### src/rtl/uart_pkg.sv
// Shared state encodings and status-bit positions for the UART MMIO engine.
package uart_pkg;

  typedef enum logic [1:0] {
    IDLE  = 2'd0,
    START = 2'd1,
    DATA  = 2'd2,
    STOP  = 2'd3
  } uart_state_e;

  localparam int unsigned TX_BUSY   = 0;
  localparam int unsigned RX_READY  = 1;
  localparam int unsigned OVERRUN   = 2;
  localparam int unsigned FRAME_ERR = 3;

endpackage

### src/rtl/uart_rx.sv
// 8N1 receiver: 2-flop synchroniser, mid-bit sampling FSM and sticky/ack-cleared status flags.
module uart_rx
  import uart_pkg::*;
#(
  parameter int unsigned CLKS_PER_BIT = 10417,
  parameter int unsigned HALF_BIT     = CLKS_PER_BIT / 2
) (
  input  logic       clk,
  input  logic       reset,
  input  logic       rx_en,
  input  logic       rx_ack,
  input  logic       uart_rxd,
  output logic [7:0] rx_data,
  output logic       rx_ready,
  output logic       overrun,
  output logic       frame_err
);

  localparam int unsigned CW = $clog2(CLKS_PER_BIT);
  localparam logic [CW-1:0] CNT_LAST = CW'(CLKS_PER_BIT - 1);
  localparam logic [CW-1:0] CNT_MID  = CW'(HALF_BIT - 1);

  logic          sync1_q, sync1_d, sync2_q, sync2_d;
  uart_state_e   state_q, state_d;
  logic [CW-1:0] cnt_q, cnt_d;
  logic [2:0]    bit_q, bit_d;
  logic [7:0]    shift_q, shift_d;
  logic          armed_q, armed_d;
  logic [7:0]    rx_data_q, rx_data_d;
  logic          rx_ready_q, rx_ready_d;
  logic          overrun_q, overrun_d;
  logic          frame_err_q, frame_err_d;

  always_comb begin
    sync1_d     = uart_rxd;
    sync2_d     = sync1_q;
    state_d     = state_q;
    cnt_d       = cnt_q;
    bit_d       = bit_q;
    shift_d     = shift_q;
    armed_d     = armed_q;
    rx_data_d   = rx_data_q;
    rx_ready_d  = rx_ready_q;
    overrun_d   = overrun_q;
    frame_err_d = frame_err_q;

    if (rx_ack) begin
      rx_ready_d = 1'b0;
      overrun_d  = 1'b0;
    end

    case (state_q)
      IDLE: begin
        cnt_d = '0;
        // A line stuck low after a bad stop bit must return high before a new start counts.
        armed_d = armed_q | sync2_q;
        if (rx_en && armed_q && !sync2_q) state_d = START;
      end
      START: begin
        if (cnt_q == CNT_MID) begin
          cnt_d   = '0;
          bit_d   = 3'd0;
          state_d = sync2_q ? IDLE : DATA;
        end else begin
          cnt_d = cnt_q + CW'(1);
        end
      end
      DATA: begin
        if (cnt_q == CNT_LAST) begin
          cnt_d   = '0;
          shift_d = {sync2_q, shift_q[7:1]};
          bit_d   = bit_q + 3'd1;
          if (bit_q == 3'd7) state_d = STOP;
        end else begin
          cnt_d = cnt_q + CW'(1);
        end
      end
      STOP: begin
        if (cnt_q == CNT_LAST) begin
          cnt_d   = '0;
          state_d = IDLE;
          armed_d = sync2_q;
          if (sync2_q) begin
            rx_data_d  = shift_q;
            rx_ready_d = 1'b1;
            if (rx_ready_q && !rx_ack) overrun_d = 1'b1;
          end else begin
            frame_err_d = 1'b1;
          end
        end else begin
          cnt_d = cnt_q + CW'(1);
        end
      end
      default: state_d = IDLE;
    endcase
  end

  always_ff @(posedge clk or posedge reset) begin
    if (reset) begin
      sync1_q     <= 1'b1;
      sync2_q     <= 1'b1;
      state_q     <= IDLE;
      cnt_q       <= '0;
      bit_q       <= 3'd0;
      shift_q     <= 8'h00;
      armed_q     <= 1'b1;
      rx_data_q   <= 8'h00;
      rx_ready_q  <= 1'b0;
      overrun_q   <= 1'b0;
      frame_err_q <= 1'b0;
    end else begin
      sync1_q     <= sync1_d;
      sync2_q     <= sync2_d;
      state_q     <= state_d;
      cnt_q       <= cnt_d;
      bit_q       <= bit_d;
      shift_q     <= shift_d;
      armed_q     <= armed_d;
      rx_data_q   <= rx_data_d;
      rx_ready_q  <= rx_ready_d;
      overrun_q   <= overrun_d;
      frame_err_q <= frame_err_d;
    end
  end

  assign rx_data   = rx_data_q;
  assign rx_ready  = rx_ready_q;
  assign overrun   = overrun_q;
  assign frame_err = frame_err_q;

endmodule

### src/rtl/uart_mmio_engine.sv
// UART engine behind the MMIO register block: 8N1 transmitter plus uart_rx receiver.
module uart_mmio_engine
  import uart_pkg::*;
#(
  parameter int unsigned CLKS_PER_BIT = 10417,
  parameter int unsigned HALF_BIT     = CLKS_PER_BIT / 2
) (
  input  logic       clk,
  input  logic       reset,
  input  logic       tx_en,
  input  logic       rx_en,
  input  logic       tx_start,
  input  logic [7:0] tx_data,
  input  logic       rx_ack,
  input  logic       uart_rxd,
  output logic       uart_txd,
  output logic [7:0] rx_data,
  output logic       tx_done,
  output logic [3:0] status
);

  localparam int unsigned CW = $clog2(CLKS_PER_BIT);
  localparam logic [CW-1:0] CNT_LAST = CW'(CLKS_PER_BIT - 1);

  uart_state_e   state_q, state_d;
  logic [CW-1:0] cnt_q, cnt_d;
  logic [2:0]    bit_q, bit_d;
  logic [7:0]    shift_q, shift_d;
  logic          txd_q, txd_d;
  logic          tx_done_q, tx_done_d;
  logic          tx_busy_q, tx_busy_d;
  logic          rx_ready, overrun, frame_err;

  // Line value is computed from the next state so uart_txd changes together with the state.
  always_comb begin
    state_d   = state_q;
    cnt_d     = cnt_q;
    bit_d     = bit_q;
    shift_d   = shift_q;
    txd_d     = txd_q;
    tx_done_d = 1'b0;

    case (state_q)
      IDLE: begin
        cnt_d = '0;
        txd_d = 1'b1;
        if (tx_start && tx_en) begin
          shift_d = tx_data;
          state_d = START;
          txd_d   = 1'b0;
        end
      end
      START: begin
        if (cnt_q == CNT_LAST) begin
          cnt_d   = '0;
          bit_d   = 3'd0;
          state_d = DATA;
          txd_d   = shift_q[0];
        end else begin
          cnt_d = cnt_q + CW'(1);
        end
      end
      DATA: begin
        if (cnt_q == CNT_LAST) begin
          cnt_d = '0;
          if (bit_q == 3'd7) begin
            state_d = STOP;
            txd_d   = 1'b1;
          end else begin
            bit_d   = bit_q + 3'd1;
            shift_d = {1'b0, shift_q[7:1]};
            txd_d   = shift_q[1];
          end
        end else begin
          cnt_d = cnt_q + CW'(1);
        end
      end
      STOP: begin
        if (cnt_q == CNT_LAST) begin
          cnt_d     = '0;
          state_d   = IDLE;
          tx_done_d = 1'b1;
          txd_d     = 1'b1;
        end else begin
          cnt_d = cnt_q + CW'(1);
        end
      end
      default: state_d = IDLE;
    endcase

    tx_busy_d = (state_d != IDLE);
  end

  always_ff @(posedge clk or posedge reset) begin
    if (reset) begin
      state_q   <= IDLE;
      cnt_q     <= '0;
      bit_q     <= 3'd0;
      shift_q   <= 8'h00;
      txd_q     <= 1'b1;
      tx_done_q <= 1'b0;
      tx_busy_q <= 1'b0;
    end else begin
      state_q   <= state_d;
      cnt_q     <= cnt_d;
      bit_q     <= bit_d;
      shift_q   <= shift_d;
      txd_q     <= txd_d;
      tx_done_q <= tx_done_d;
      tx_busy_q <= tx_busy_d;
    end
  end

  uart_rx #(
    .CLKS_PER_BIT (CLKS_PER_BIT),
    .HALF_BIT     (HALF_BIT)
  ) u_rx (
    .clk       (clk),
    .reset     (reset),
    .rx_en     (rx_en),
    .rx_ack    (rx_ack),
    .uart_rxd  (uart_rxd),
    .rx_data   (rx_data),
    .rx_ready  (rx_ready),
    .overrun   (overrun),
    .frame_err (frame_err)
  );

  always_comb begin
    status            = 4'b0000;
    status[TX_BUSY]   = tx_busy_q;
    status[RX_READY]  = rx_ready;
    status[OVERRUN]   = overrun;
    status[FRAME_ERR] = frame_err;
  end

  assign uart_txd = txd_q;
  assign tx_done  = tx_done_q;

endmodule

### config.mk
export PLATFORM = sky130hd
export DESIGN_NAME = uart_mmio_engine
export DESIGN_NICKNAME = d
export VERILOG_FILES = /design/src/rtl/uart_pkg.sv /design/src/rtl/uart_rx.sv /design/src/rtl/uart_mmio_engine.sv
export SDC_FILE = /design/constraint.sdc
export NUM_CORES = 1
export LEC_CHECK = 0
export CAP_MARGIN = 20
export CELL_PAD_IN_SITES_DETAIL_PLACEMENT = 0
export CELL_PAD_IN_SITES_GLOBAL_PLACEMENT = 1
export CORE_MARGIN = 4
export CORE_UTILIZATION = 30
export CTS_BUF_LIST = sky130_fd_sc_hd__clkbuf_4
export DETAILED_ROUTE_END_ITERATION = 8
export PLACE_DENSITY = 0.68
export SLEW_MARGIN = 20
export SYNTH_ARGS = -nofsm -noshare
export SYNTH_HDL_FRONTEND = slang
export SYNTH_SLANG_ARGS = --single-unit
### constraint.sdc
create_clock -name clk -period 3.5 [get_ports clk]
set_clock_uncertainty 0.15 [all_clocks]
set_input_delay 0.7 -clock clk [delete_from_list [all_inputs] [get_ports clk]]
set_output_delay 0.7 -clock clk [all_outputs]
set_load 0.03 [all_outputs]
==> key figures, run 1 <==
Run status
  – Outcome: finished clean

Detailed routing
  – Drt via density: 4.68
  – Wire length per cell: roughly 13 um
  – Initial drt markers: approximately 100
  – First-pass DRT Iterations: 5
  – Detailed-route via count: 2276
  – WL final: 6200 um
  – Residual DRC: 0
  – Number of nets still failing antenna checks after routing: 0

Synthesis
  – Yosys warnings: 0
  – Synth Register Bits: 71
  – Number of unique standard cell types used by synthesis: 51
  – Share of flip-flops with an asynchronous set or reset after synthesis: 1.00
  – Fraction of synthesized cell area taken by the top area cell type: 0.489
  – Proportion of synthesized chip area in sequential cells: 0.519
  – Largest cells by area after synthesis: sky130_fd_sc_hd__dfrtp_1 49%, sky130_fd_sc_hd__mux2_2 9.5%, sky130_fd_sc_hd__ha_1 4.4%, sky130_fd_sc_hd__nor2_1 4.2%, sky130_fd_sc_hd__xnor2_1 3.3%
  – Main flop type after synthesis: sky130_fd_sc_hd__dfrtp_1
  – Ranking of synthesized cells by instance count: 67 x sky130_fd_sc_hd__dfrtp_1, 38 x sky130_fd_sc_hd__nor2_1, 29 x sky130_fd_sc_hd__mux2_2
  – Synth Net Count: 338
  – Count of flip-flops with a built-in enable after synthesis: 0
  – Synthesized netlist cell count: 311
  – Cell Area, Synth: 3430 sq um
  – Cell type with the largest total area after synthesis: sky130_fd_sc_hd__dfrtp_1
  – Most repeated cell in the gate-level netlist after synthesis: sky130_fd_sc_hd__dfrtp_1
  – Mean area per synthesized cell: roughly 11 sq um

Critical path
  – End of the worst register-to-register path: u_rx.rx_data[2]
  – Biggest fanout along the worst timing path: 11
  – Required time reported for the critical path endpoint: 3650 ps
  – Data arrival at the endpoint of the critical path: about 2800 ps
  – Startpoint class of the critical path: flop
  – Worst reg2reg startpoint: u_rx.cnt_q[9]
  – Kind of end point of the critical path: flop
  – Critical path start-end classification: flop to flop
  – Worst r2r path cells: 4
  – Reg-to-reg setup timing slack: 830 ps

Worst hold path
  – Worst hold path startpoint: u_rx.sync1_q
  – Worst hold-check path type: flop to flop
  – End point of the worst hold path: u_rx.sync2_q
  – Worst Hold Depth: 0

Floorplan
  – Standard-cell rows: 38
  – Starting Density: 0.311
  – Die span in x: approximately 110 um
  – # IOs: 29
  – Die footprint: approximately 13000 sq um
  – Placeable core area: between 10000 and 15000 sq um
  – Overall die height: 115 um

Clock network
  – Post-CTS resize count: 0
  – CTS Hold Bufs: 0
  – Number of clock sinks: 71
  – Clock insertion delay at the later pin of the skew report: 420 ps
  – CTS tree: yes
  – Deepest level of the CTS H-tree: 3
  – Post-CTS setup buffer count: 0
  – Buffer levels on the longest clock path: 2
  – Clk root buf: sky130_fd_sc_hd__clkbuf_4
  – Clock-pin slew reported for the worst setup and hold paths after clock tree synthesis: 120 ps
  – Total CTS buffers: 9

Global routing
  – Grt ovf: 0
  – Global-route wire length before repair: between 10000 and 15000 um
  – Antenna violations before repair: 0
  – Pin count of the biggest net entering global routing: 42
  – Total track usage: 0.103
  – Number of global-route vias before repair: 2262

STA
  – Post-route worst setup slack: 832 ps
  – Setup TNS Final: 0 ps
  – Setup violations, final: 0
  – Count of endpoints failing hold in the final timing report: 0
  – Unrepaired setup endpoints after global routing: no
  – Max-slew violation count: 0
  – Tmin final: between 2000 and 3000 ps
  – Final period utilization: 0.762
  – Smallest hold slack: 213 ps
  – Highest Clock Rate: 0.375 GHz
  – Slew at the pin closest to its max-slew limit: 736 ps
  – Normalized max-slew margin: 0.506

Layout
  – Antenna Diode Count: 0
  – Area growth from synthesis to layout: 15.2%
  – Filler cell count in the final layout: approximately 1100
  – Final standard cell utilization of the core: 0.358
  – Share of post-route cells with drive strength above 1: 0.165
  – Final layout net count: 369

Run
  – Max-cap violation count: 0

Power and ir drop
  – Power density over the cells: 327 nW/um^2
  – Maximum vdd ir drop: 0.000210 V
  – Leak: 1.79 nW
  – Total power: around 1.3 mW

Place
  – Final weighted congestion in routability-driven placement: about 0.75
  – Post-placement setup slack: 843 ps
  – HPWL reported at the end of detailed placement: 4370 um
  – Port Buffers: 28
==> metal layers <==
layer | wire length (um) | share of wire | vias to the layer above | global-route usage
met5 | 0 | 0 | - | 0
met1 | 3010 | 0.49 | 1093 | 0.139
li1 | - | - | 1134 | -
met2 | 2840 | 0.46 | 41 | 0.154
met3 | 280 | 0.045 | 8 | 0.0368
met4 | 65 | 0.010 | 0 | 0.0313
==> cell usage in the layout (no fill, tap or decap), types with 3 or more instances in the layout <==
cell	n
sky130_fd_sc_hd__nand2_1	20
sky130_fd_sc_hd__and4_1	3
sky130_fd_sc_hd__a21oi_1	7
sky130_fd_sc_hd__dfstp_2	4
sky130_fd_sc_hd__and3_1	3
sky130_fd_sc_hd__nand3_1	13
sky130_fd_sc_hd__clkdlybuf4s50_1	28
sky130_fd_sc_hd__xor2_1	11
sky130_fd_sc_hd__xnor2_1	13
sky130_fd_sc_hd__nor2_1	38
sky130_fd_sc_hd__nand4_1	5
sky130_fd_sc_hd__clkbuf_4	9
sky130_fd_sc_hd__inv_1	18
sky130_fd_sc_hd__o21ai_0	10
sky130_fd_sc_hd__nor3_1	6
sky130_fd_sc_hd__dfrtp_1	67
sky130_fd_sc_hd__mux2_2	29
sky130_fd_sc_hd__o21ai_1	3
sky130_fd_sc_hd__ha_1	12
==> metrics by stage <==
| step | cell area [sq um] | instances |
|---|---|---|
| final | 3950 | 486 |
| after global routing | 3950 | 486 |
| after CTS | 3950 | 486 |
| after detailed placement | 3850 | 471 |
| after global placement | 3850 | 471 |
| after floorplan | 3430 | 311 |
==> cell families (layout without fill, tap and decap cells) <==
logic type,after synthesis,count (layout),share of synthesized area
buf+inv,29,64,0.0398
mux,31,31,0.101
xor+xnor,24,24,0.0613
fa+ha+maj,12,12,0.0438
compound gates,36,36,0.0729
flops,71,71,0.519
simple gates,108,108,0.162
==> how the worst max path moves through the flow <==
stage | endpoint | from | cells past startpoint
detailed placement | u_rx.rx_data[2] | u_rx.cnt_q[9] | 4
CTS | u_rx.rx_data[2] | u_rx.cnt_q[9] | 4
global placement | u_rx.rx_data[4] | u_rx.cnt_q[9] | 4
floorplan | async pin | reset | 1
finish | u_rx.rx_data[2] | u_rx.cnt_q[9] | 4
global route | u_rx.rx_data[4] | u_rx.cnt_q[9] | 4
==> power breakdown <==
part / total (mW) / internal, mW / switching [mW]
Combinational: 0.0404 / 0.0197 / 0.0207
Sequential: 0.823 / 0.822 / 0.00101
Clock: 0.428 / 0.139 / 0.288
==> layout make-up <==
| cell class | instances | area (sq um) | share of cell area |
|---|---|---|---|
| Clock buffer | 9 | 67.6 | 0.0171 |
| Clock inverter | 6 | 37.5 | 0.00949 |
| Inverter | 19 | 71.3 | 0.0180 |
| Tap cell | 140 | 175 | 0.0443 |
| Sequential cell | 71 | 1780 | 0.451 |
| Timing Repair Buffer | 30 | 308 | 0.0778 |
| Multi-Input combinational cell | 211 | 1510 | 0.383 |
==> worst max-delay path, stage by stage (launching register included) <==
cell and delay (ps):
sky130_fd_sc_hd__dfrtp_1 450, sky130_fd_sc_hd__or4b_4 600, sky130_fd_sc_hd__nor4_2 420, sky130_fd_sc_hd__and3_1 530, sky130_fd_sc_hd__mux2_2 390
==> registers in the layout (all words and copies together) (netlist names), 2 cells and up, named ones only <==
register	count
cnt_q	14
bit_q	3
u_rx.cnt_q	14
u_rx.rx_data	8
state_q	2
shift_q	8
u_rx.shift_q	8
u_rx.bit_q	3
No activity file was read; power rests on OpenSTA's default activity.
==> run 2, diff against run 1 <==
==> constraint.sdc (replaced) <==
create_clock -name clk -period 2.6 [get_ports clk]
set_clock_uncertainty 0.15 [all_clocks]
set_input_delay 0.52 -clock clk [delete_from_list [all_inputs] [get_ports clk]]
set_output_delay 0.52 -clock clk [all_outputs]
set_load 0.03 [all_outputs]
==> key figures, run 2 (synthesis results as in run 1) <==
Floorplan
  – Die span in x: 115 um
  – Overall die height: 115 um
  – # IOs: 29
  – Placeable core area: 11000 sq um
  – Starting Density: 0.311
  – Standard-cell rows: 38
  – Die footprint: 13200 sq um

STA
  – Tmin final: 2390 ps
  – Setup TNS Final: 0 ps
  – Post-route worst setup slack: around 210 ps
  – Normalized max-slew margin: 0.520
  – Slew at the pin closest to its max-slew limit: around 700 ps
  – Max-slew violation count: 0
  – Final period utilization: 0.919
  – Unrepaired setup endpoints after global routing: no
  – Count of endpoints failing hold in the final timing report: 0
  – Setup violations, final: 0
  – Highest Clock Rate: 0.418 GHz

Power and ir drop
  – Leak: 1.84 nW
  – Maximum vdd ir drop: 0.000264 V
  – Power density over the cells: approximately 480 nW/um^2

Critical path
  – Critical path start-end classification: flop to flop
  – Cell-by-cell listing of the critical path: or4b_4, nor4_2, buf_4, o221ai_1, o31ai_1, o41ai_1
  – Cell family contributing the most delay on the critical path: simple AND/OR/NAND/NOR gates
  – Worst r2r path cells: 6
  – Number of logic stages on the critical path including buffering: 6
  – Slowest stage cell on the critical path: sky130_fd_sc_hd__or4b_4
  – Required time reported for the critical path endpoint: between 2000 and 3000 ps
  – Startpoint class of the critical path: flop
  – Data arrival at the endpoint of the critical path: 2540 ps
  – Startpoint of the most critical setup path: u_rx.cnt_q[9]
  – Kind of end point of the critical path: flop
  – Reg-to-reg setup timing slack: approximately 210 ps
  – Max stage delay on crit path: about 600 ps
  – Biggest fanout along the worst timing path: 5
  – Worst Path Buf+Inv: 1
  – Worst reg2reg startpoint: u_rx.cnt_q[9]

Clock network
  – Number of clock sinks: 71
  – Post-CTS setup buffer count: 0
  – Clock-pin slew reported for the worst setup and hold paths after clock tree synthesis: 120 ps
  – CTS Hold Bufs: 0
  – Total CTS buffers: 9
  – Clk root buf: sky130_fd_sc_hd__clkbuf_4
  – Post-CTS resize count: 0
  – Clock insertion delay at the later pin of the skew report: 410 ps
  – Buffer levels on the longest clock path: 2
  – Deepest level of the CTS H-tree: 3
  – CTS tree: yes

Place
  – Port Buffers: 28
  – Post-placement setup slack: 222 ps
  – HPWL reported at the end of detailed placement: about 4500 um
  – Final weighted congestion in routability-driven placement: between 0.7 and 0.8

Detailed routing
  – Total met3 wirelength after detailed routing: 247 um
  – Wire length per cell: 12.7 um
  – Routed wl met2: 2900 um
  – Initial drt markers: 76
  – First-pass DRT Iterations: 4
  – Metal1 wirelength: 3040 um
  – Highest metal layer with signal wires: met4
  – Drt via density: 4.60
  – Number of nets still failing antenna checks after routing: 0
  – Residual DRC: 0
  – Detailed-route via count: about 2300
  – WL final: 6240 um

Layout
  – Share of post-route cells with drive strength above 1: 0.179
  – Area growth from synthesis to layout: 17.8%
  – Final layout net count: 375
  – Leading cell types in the layout, fill and taps excluded: 67 x sky130_fd_sc_hd__dfrtp_1, 38 x sky130_fd_sc_hd__nor2_1, 29 x sky130_fd_sc_hd__mux2_2
  – Largest registers in the final layout: cnt_q (14), u_rx.cnt_q (14)
  – Antenna Diode Count: 0
  – Leading cell type in the layout, fill and taps excluded: sky130_fd_sc_hd__dfrtp_1

Global routing
  – Global-route wire length before repair: 10900 um
  – Number of global-route vias before repair: 2271
  – Total track usage: 0.103
  – Pin count of the biggest net entering global routing: 57
  – Grt ovf: 0
  – Antenna violations before repair: 0

Worst hold path
  – Worst hold-check path type: flop to flop

Run status
  – Outcome: finished clean

Run
  – Max-cap violation count: 0
==> run 2: changes by cell type in the layout (fill, tap and decap cells not counted) <==
cell                         before  now
sky130_fd_sc_hd__clkinvlp_4       2    0
sky130_fd_sc_hd__inv_6            1    0
sky130_fd_sc_hd__bufinv_16        0    2
sky130_fd_sc_hd__clkbuf_4         9   10
sky130_fd_sc_hd__buf_4            1    7
==> run 2: worst min path at each step <==
stage | start | end | slack, ps | cells past startpoint
floorplan | u_rx.sync1_q | u_rx.sync2_q | 200 | 0
global placement | u_rx.sync1_q | u_rx.sync2_q | 200 | 0
detailed placement | u_rx.sync1_q | u_rx.sync2_q | 200 | 0
CTS | u_rx.sync1_q | u_rx.sync2_q | 210 | 0
global route | u_rx.sync1_q | u_rx.sync2_q | 200 | 0
finish | u_rx.sync1_q | u_rx.sync2_q | 200 | 0
==> run 2: power breakdown <==
part | switching (mW) | internal, mW
Clock | 0.371 | 0.390
Combinational | 0.0277 | 0.0266
Sequential | 0.00168 | 1.11
Total | 0.400 | 1.52
==> run 2: metal layers <==
layer / track usage / up-vias
li1: - / 1145
met1: 0.133 / 1088
met2: 0.161 / 26
met3: 0.0432 / 6
met4: 0.0282 / 0
met5: 0 / -
==> run 2: cell type report <==
type | count | area (sq um)
Multi-Input combinational cell | 211 | 1510
Clock inverter | 5 | 73.8
Inverter | 19 | 71.3
Fill cell | 1115 | 6990
Clock buffer | 10 | 75.1
Tap cell | 140 | 175
Timing Repair Buffer | 36 | 353
Sequential cell | 71 | 1780
==> run 2: through the flow <==
step                total power [mW]  area (sq um)  hold WS [ps]  utilization  std cells
floorplan                       1.15          3430           195            -        311
global placement                1.19          3890           196        0.353        477
detailed placement              1.19          3890           204        0.353        477
CTS                             1.96          4040           207        0.366        492
global route                    2.03          4040           204        0.366        492
finish                          1.92          4040           202        0.366        492
